--- config.mk ---
export PLATFORM = sky130hd
export DESIGN_NAME = conv_window_sched
export DESIGN_NICKNAME = d
export VERILOG_FILES = /design/src/rtl/conv_window_sched_pkg.sv /design/src/rtl/conv_core.sv /design/src/rtl/conv_window_sched_line_buffer.sv /design/src/rtl/conv_window_sched.sv
export SDC_FILE = /design/constraint.sdc
export NUM_CORES = 2
export LEC_CHECK = 0
export ABC_AREA = 1
export CORE_MARGIN = 10
export CORE_UTILIZATION = 45
export CTS_CLUSTER_SIZE = 24
export DETAILED_ROUTE_END_ITERATION = 12
export GPL_TIMING_DRIVEN = 1
export PLACE_DENSITY_LB_ADDON = 0.1
export SYNTH_ARGS = -nofsm -noshare
export SYNTH_HDL_FRONTEND = slang
export SYNTH_SLANG_ARGS = --single-unit
export TNS_END_PERCENT = 5
--- constraint.sdc ---
create_clock -name clk -period 9.9 [get_ports clk]
set_input_delay 2.97 -clock clk [delete_from_list [all_inputs] [get_ports clk]]
set_output_delay 2.97 -clock clk [all_outputs]
set_load 0.02 [all_outputs]
--- src/rtl/conv_window_sched_pkg.sv ---
// conv_window_sched_pkg: types and constants shared by the 3x3 convolution
// window sequencer, its line buffer and the conv_core datapath.
//   PIX_BITS  - width of a Q1.6 pixel or coefficient
//   FRAC_BITS - fractional bits removed from each product
//   BITS_Q4_6 - width of a convolution result (Q4.6 plus sign)
`timescale 1ns/1ps
package conv_window_sched_pkg;
   localparam int PIX_BITS  = 8;
   localparam int FRAC_BITS = 6;
   localparam int BITS_Q4_6 = 11;

   typedef logic signed [PIX_BITS-1:0] pix_t;
   typedef pix_t  [2:0] vec3_t;      // one row, index 0 = leftmost
   typedef vec3_t [2:0] matrix_3x3;  // [row][col], row 0 = top

   typedef enum logic [2:0] {
      S_IDLE   = 3'd0,
      S_KLOAD  = 3'd1,
      S_STREAM = 3'd2,
      S_DRAIN  = 3'd3,
      S_DONE   = 3'd4
   } sched_state_t;
endpackage

--- src/rtl/conv_core.sv ---
// conv_core: combinational 3x3 multiply-accumulate. Each of the nine products
// is arithmetically shifted right by FRAC_BITS before summing; the sum is
// truncated to BITS_Q4_6 bits (no saturation).
//   kern_i - 3x3 Q1.6 kernel
//   win_i  - 3x3 Q1.6 pixel window
//   res_o  - Q4.6 signed result
`timescale 1ns/1ps
import conv_window_sched_pkg::*;

module conv_core (
   input  matrix_3x3              kern_i,
   input  matrix_3x3              win_i,
   output logic [BITS_Q4_6-1:0]   res_o
);
   localparam int PW = 2 * PIX_BITS;

   // Summing modulo 2^11 gives the same bits as a wide sum then truncation.
   always_comb begin
      res_o = '0;
      for (int r = 0; r < 3; r++) begin
         for (int c = 0; c < 3; c++) begin
            res_o = res_o + BITS_Q4_6'((PW'($signed(kern_i[r][c])) *
                                        PW'($signed(win_i[r][c]))) >>> FRAC_BITS);
         end
      end
   end
endmodule

--- src/rtl/conv_window_sched_line_buffer.sv ---
// conv_line_buffer: two image-row delay lines for building 3x3 windows.
// lb0 holds the previous row, lb1 the row before that, both indexed by column.
//   clk, rst_n - clock, async active-low reset
//   we_i       - pixel accepted this cycle
//   col_i      - column of the accepted pixel
//   pix_i      - accepted pixel
//   lb1_o/lb0_o- stored pixels at col_i (two rows up / one row up)
`timescale 1ns/1ps
import conv_window_sched_pkg::*;

module conv_line_buffer #(
   parameter int IMG_W = 8,
   parameter int CW    = $clog2(IMG_W)
) (
   input  logic          clk,
   input  logic          rst_n,
   input  logic          we_i,
   input  logic [CW-1:0] col_i,
   input  pix_t          pix_i,
   output pix_t          lb1_o,
   output pix_t          lb0_o
);
   pix_t [IMG_W-1:0] lb0_q, lb0_d, lb1_q, lb1_d;

   assign lb0_o = lb0_q[col_i];
   assign lb1_o = lb1_q[col_i];

   always_comb begin
      lb0_d = lb0_q;
      lb1_d = lb1_q;
      if (we_i) begin
         lb1_d[col_i] = lb0_q[col_i];
         lb0_d[col_i] = pix_i;
      end
   end

   always_ff @(posedge clk or negedge rst_n) begin
      if (!rst_n) begin
         lb0_q <= '0;
         lb1_q <= '0;
      end else begin
         lb0_q <= lb0_d;
         lb1_q <= lb1_d;
      end
   end
endmodule

--- src/rtl/conv_window_sched.sv ---
// conv_window_sched: loads a 3x3 Q1.6 kernel serially, then turns a raster
// pixel stream into sliding 3x3 windows and emits one conv_core result per
// full window on a registered valid/ready port.
//   start_i/busy_o/done_o        - frame control and status
//   k_valid_i/k_data_i/k_ready_o - kernel load, row-major k00..k22
//   pix_valid_i/pix_data_i/pix_ready_o - pixel stream
//   out_valid_o/out_data_o/out_last_o/out_ready_i - result stream
// Optional build macro CONV_RELU_EN: clamp negative results to 0.
`timescale 1ns/1ps
import conv_window_sched_pkg::*;

module conv_window_sched #(
   parameter int IMG_W = 8,
   parameter int IMG_H = 8
) (
   input  logic                 clk,
   input  logic                 rst_n,
   input  logic                 start_i,
   input  logic                 k_valid_i,
   input  logic [7:0]           k_data_i,
   output logic                 k_ready_o,
   input  logic                 pix_valid_i,
   input  logic [7:0]           pix_data_i,
   output logic                 pix_ready_o,
   output logic                 out_valid_o,
   output logic [10:0]          out_data_o,
   output logic                 out_last_o,
   input  logic                 out_ready_i,
   output logic                 busy_o,
   output logic                 done_o
);
   localparam int CW = $clog2(IMG_W);
   localparam int RW = $clog2(IMG_H);
   localparam logic [CW-1:0] COL_LAST = CW'(IMG_W - 1);
   localparam logic [RW-1:0] ROW_LAST = RW'(IMG_H - 1);

   sched_state_t              state_q, state_d;
   logic [3:0]                k_idx_q, k_idx_d;
   pix_t [8:0]                kflat_q, kflat_d;
   logic [RW-1:0]             row_q, row_d;
   logic [CW-1:0]             col_q, col_d;
   matrix_3x3                 win_q, win_d, kern_m;
   logic                      out_valid_q, out_valid_d;
   logic [BITS_Q4_6-1:0]      out_data_q, out_data_d;
   logic                      out_last_q, out_last_d;
   logic                      pix_acc, emit, last_pix;
   pix_t                      lb0_rd, lb1_rd;
   logic [BITS_Q4_6-1:0]      core_res;

   assign k_ready_o   = (state_q == S_KLOAD);
   assign pix_ready_o = (state_q == S_STREAM) && (!out_valid_q || out_ready_i);
   assign busy_o      = (state_q != S_IDLE);
   assign done_o      = (state_q == S_DONE);
   assign out_valid_o = out_valid_q;
   assign out_data_o  = out_data_q;
   assign out_last_o  = out_last_q;

   assign pix_acc  = pix_valid_i && pix_ready_o;
   // col>=2 keeps windows from straddling a row wrap
   assign emit     = pix_acc && (row_q >= RW'(2)) && (col_q >= CW'(2));
   assign last_pix = (row_q == ROW_LAST) && (col_q == COL_LAST);

   always_comb begin
      for (int r = 0; r < 3; r++)
         for (int c = 0; c < 3; c++)
            kern_m[r][c] = kflat_q[r*3 + c];
   end

   conv_line_buffer #(.IMG_W(IMG_W), .CW(CW)) u_lb (
      .clk   (clk),
      .rst_n (rst_n),
      .we_i  (pix_acc),
      .col_i (col_q),
      .pix_i (pix_t'(pix_data_i)),
      .lb1_o (lb1_rd),
      .lb0_o (lb0_rd)
   );

   // The core sees the post-shift window so the result registers on the
   // same edge that accepts the pixel.
   conv_core u_core (
      .kern_i (kern_m),
      .win_i  (win_d),
      .res_o  (core_res)
   );

   always_comb begin
      state_d     = state_q;
      k_idx_d     = k_idx_q;
      kflat_d     = kflat_q;
      row_d       = row_q;
      col_d       = col_q;
      win_d       = win_q;
      out_valid_d = out_valid_q;
      out_data_d  = out_data_q;
      out_last_d  = out_last_q;

      if (pix_acc) begin
         for (int r = 0; r < 3; r++) begin
            win_d[r][0] = win_q[r][1];
            win_d[r][1] = win_q[r][2];
         end
         win_d[0][2] = lb1_rd;
         win_d[1][2] = lb0_rd;
         win_d[2][2] = pix_t'(pix_data_i);
      end

      case (state_q)
         S_IDLE: if (start_i) begin
            state_d = S_KLOAD;
            k_idx_d = '0;
         end
         S_KLOAD: if (k_valid_i) begin
            kflat_d[k_idx_q] = pix_t'(k_data_i);
            k_idx_d          = k_idx_q + 4'd1;
            if (k_idx_q == 4'd8) begin
               state_d = S_STREAM;
               k_idx_d = '0;
               row_d   = '0;
               col_d   = '0;
            end
         end
         S_STREAM: if (pix_acc) begin
            if (col_q == COL_LAST) begin
               col_d = '0;
               row_d = row_q + 1'b1;
            end else begin
               col_d = col_q + 1'b1;
            end
            if (last_pix) begin
               state_d = S_DRAIN;
               row_d   = '0;
            end
         end
         S_DRAIN: if (out_valid_q && out_ready_i && out_last_q) state_d = S_DONE;
         S_DONE:  state_d = S_IDLE;
         default: state_d = S_IDLE;
      endcase

      // Handshake frees the register; a new result in the same cycle wins.
      if (out_valid_q && out_ready_i) out_valid_d = 1'b0;
      if (emit) begin
         out_valid_d = 1'b1;
         out_last_d  = last_pix;
`ifdef CONV_RELU_EN
         out_data_d  = core_res[BITS_Q4_6-1] ? '0 : core_res;
`else
         out_data_d  = core_res;
`endif
      end
   end

   always_ff @(posedge clk or negedge rst_n) begin
      if (!rst_n) begin
         state_q     <= S_IDLE;
         k_idx_q     <= '0;
         kflat_q     <= '0;
         row_q       <= '0;
         col_q       <= '0;
         win_q       <= '0;
         out_valid_q <= 1'b0;
         out_data_q  <= '0;
         out_last_q  <= 1'b0;
      end else begin
         state_q     <= state_d;
         k_idx_q     <= k_idx_d;
         kflat_q     <= kflat_d;
         row_q       <= row_d;
         col_q       <= col_d;
         win_q       <= win_d;
         out_valid_q <= out_valid_d;
         out_data_q  <= out_data_d;
         out_last_q  <= out_last_d;
      end
   end
endmodule

==> results <==
- The average instance in the mapped netlist occupies 8.13 sq um.
- For the pin with the worst max-slew slack, the measured transition is 1180 ps.
- The hold slack is 482 ps.
- On the critical path, the stage with the largest delay is an instance of fa_1.
- Measured along the x axis, the die boundary spans 305 microns.
- For this run, the number of Yosys warnings is 0.
- The final critical path takes up 107% of the cycle.
- The average vias per placed instance is 4.85.
- The max-slew violation count is 0.
- The root buffer cell is clkbuf_16.
- 39 I/O pins were placed.
- The CTS tree is built.
- The via count of the first global-routing pass is 31.1k.
- Setup repair after global routing could not meet its margin everywhere.
- After clock tree synthesis, the clock-pin slew on the worst setup and hold paths is 60 ps.
- For this run, the detailed router's first-pass iteration total came to 5.
- The worst endpoint data arrival time is 11140 ps.
- The synthesized netlist net count is 5318.
- The number of cells traversed by the worst hold path is 2.
- The startpoint identified for the worst hold timing path is out_data_o[5]$_DFFE_PN0P_.
- After synthesis, flip-flops and latches occupy 20.4% of the total area.
- The number of antenna violations at the first check in global routing was 5.
- The number of enable flip-flop cells after synthesis is 0.
- The detailed placer's ending HPWL is 85300 microns.
- The area of the core region is 80400 sq um.
- Counting distinct cell types in the post-synthesis netlist gives 44.
- The die extent in y is 305 microns.
- The flow ran to the end, but the final reports show violations.
- Timing would allow up to 94.0 MHz.
- The post-route non-filler standard cell count is 6144.
- Routability-driven placement finished with a final weighted congestion of 0.897.
- On the worst path, the slowest cell contributes a delay of 540 ps.
- In the layout the commonest cells are 1047 x inv_1, 980 x nand2_1, 534 x fa_1.
- The fraction of synthesis flops using an asynchronous set or reset pin is 100%.
- Along the worst path, the maximum fanout reaches 8.
- The number of placed instances, taps included, is 6059.
- The H-tree generated during clock tree synthesis spans 2 levels.
- Leaving out fill and tap cells, the most frequent cell in the layout is inv_1.
- At the later pin of the worst-skew pair, clock insertion delay measures 600 ps.
- In the synthesized netlist the dominant register cell turns out to be dfrtp_1.
- After layout, the minimum clock period comes to 10630 ps.
- The final hold violation count came to 0.
- The length in cells of the worst reg-to-reg path is 40.
- The element type at the critical path start is an input port.
- Wires add up to 105000 microns.
- The clock buffer count from CTS is 39.
- The synthesized area is 36500 sq um.
- The global-route usage over all layers is 23.2%.
- The worst setup path is of the in2reg kind.
- The final reports fail on setup timing.
- Max-cap violations in this run came to 0.
- The required arrival time at the worst endpoint is 10400 ps.
- After detailed routing, the average wire length per cell comes to 17.0 microns.
- Measured against its own limit, the worst slew margin works out to 21.2%.
- The cell count after synthesis came out at 4491.
- The worst hold path endpoint is out_data_o[5]$_DFFE_PN0P_.
- The path category of the worst min-delay check is reg2reg.
- The first global-routing pass estimated 172000 microns of wire.
- The die covers 92900 sq um.
- The cell repeated most along the worst path is inv_1.
- The total congestion overflow after global routing is 0.
- The end of the worst register-to-register path is out_data_o[10]$_DFFE_PN0P_.
- The number of setup violations in the final report is 8.
- For this configuration, the core starts out at a cell density of 45.4%.
- The count of nets left with antenna violations once routing finished came out at 0.
- For this design, the sink count on the clock tree is 298.
- Row generation in the floorplan step produced 104 rows.
- The largest net degree at the start of global routing is 97.
- Between clock sinks in the finished design, the worst skew comes to 46.6 ps.
- The first-iteration detailed-routing DRC count is 1957.
- The post-place setup slack is -1420 ps.
- The worst path setup slack after routing is -734 ps.
- The clock passes through at most 3 buffers.
- Of the cells placed in the final design, the portion with a size suffix greater than 1 is 16.0%.
- The detailed router placed 29.8k vias in this run.
- The number of nets in the layout is 5877.
- For flop-to-flop paths, the worst setup slack is 630 ps.
- The worst register-to-register path begins at col_q[1]$_DFFE_PN0P_.
- STA classifies the critical path endpoint as a flip-flop.
- For this run, design rule violations remaining after detail routing come to 0.
- Buffers placed on the I/O ports in this run total 38.
- The synthesized design contains 298 register bits.
- From synthesis to final layout, the design area changed by 21.1%.
-- routing by layer --
metal	track usage, %	share of wire [%]	up-vias
met1	32.3	46	14500
met2	37.6	46	618
met4	5.63	2.6	0
met5	0	0	-
li1	-	-	14600
met3	3.42	5.4	131
-- worst max-delay path: cells and delay by family --
kind | cells | cell delay, ps
simple gates | 13 | 1330
buf+inv | 15 | 1810
xor+xnor | 1 | 290
compound gates | 2 | 350
fa+ha+maj | 10 | 4400
-- sequential cells by signal, summed over array words and instances, names as in the netlist, 3 cells and up --
register	cells
row_q	3
out_data_o	11
u_lb.lb0_q	64
k_idx_q	4
u_lb.lb1_q	64
col_q	3
kern_m	72
state_q	3
win_q	72
-- cells by family after synthesis --
family                     after synthesis  synth area share, %
AOI/OAI and AO/OA                      516                 8.40
DFF                                    298                 20.4
adders and majority gates              805                 38.8
and+or+nand+nor                       1613                 17.7
xor gates and xnor gates               112                 2.69
buffers and inverters                 1147                 12.0
-- per-stage QoR --
stage          utilization (%)  setup TNS (ps)  instance area [sq um]
2_1_floorplan                -            -755                  36800
3_3_place_gp              52.5          -10310                  42200
3_5_place_dp              52.5          -10600                  42200
4_1_cts                   54.7           -4570                  44000
5_1_grt                   54.9           -7730                  44200
6_report                  55.0           -4680                  44200
-- synth_stat cells, types with 20 or more instances --
cell,number,area [sq um]
nand2_1,994,3730
nor3_1,20,100
xnor2_1,50,438
inv_1,1062,3990
o21ai_0,255,1280
o21ai_4,20,325
xor2_1,62,543
fa_1,543,10900
ha_1,262,3280
a21oi_1,121,606
nand3_1,125,626
clkbuf_1,29,109
o21ai_2,27,236
o22ai_1,32,200
dfrtp_1,298,7460
nor2_1,414,1550
buf_2,26,130
-- what timing repair did --
| action | CTS | global route |
|---|---|---|
| buffers inserted | 8 | 0 |
| pin swaps | 23 | 10 |
| hold endpoints to repair | 0 | 0 |
| resized for setup | 53 | 35 |
| gates cloned | 2 | 0 |
| hold buffers | 0 | 0 |
| setup endpoints to repair | 8 | 9 |
-- final cells by class --
type | count | area, sq um
multi-input cells | 3046 | 25300
flip-flops and latches | 298 | 7460
inverters | 1081 | 4060
clock inverters | 12 | 243
clock buffers | 58 | 1140
repair buffers | 584 | 4650
fillers | 7711 | 36200
diodes | 5 | 12.5
well taps | 1060 | 1330
-- worst max-delay path by stage --
| stage | start | end | slack, ps | depth (start not counted) |
|---|---|---|---|---|
| detailed placement | out_ready_i | out_data_o[10]$_DFFE_PN0P_ | -1420 | 38 |
| global placement | out_ready_i | out_data_o[10]$_DFFE_PN0P_ | -1370 | 39 |
| finish | out_ready_i | out_data_o[10]$_DFFE_PN0P_ | -730 | 41 |
| floorplan | out_ready_i | out_data_o[10]$_DFFE_PN0P_ | -210 | 40 |
| CTS | out_ready_i | out_data_o[10]$_DFFE_PN0P_ | -720 | 42 |
| global route | out_ready_i | out_data_o[10]$_DFFE_PN0P_ | -1200 | 42 |
Power is not shown: default switching activity piles up to over one toggle a cycle in this logic, so the estimate is an artifact.
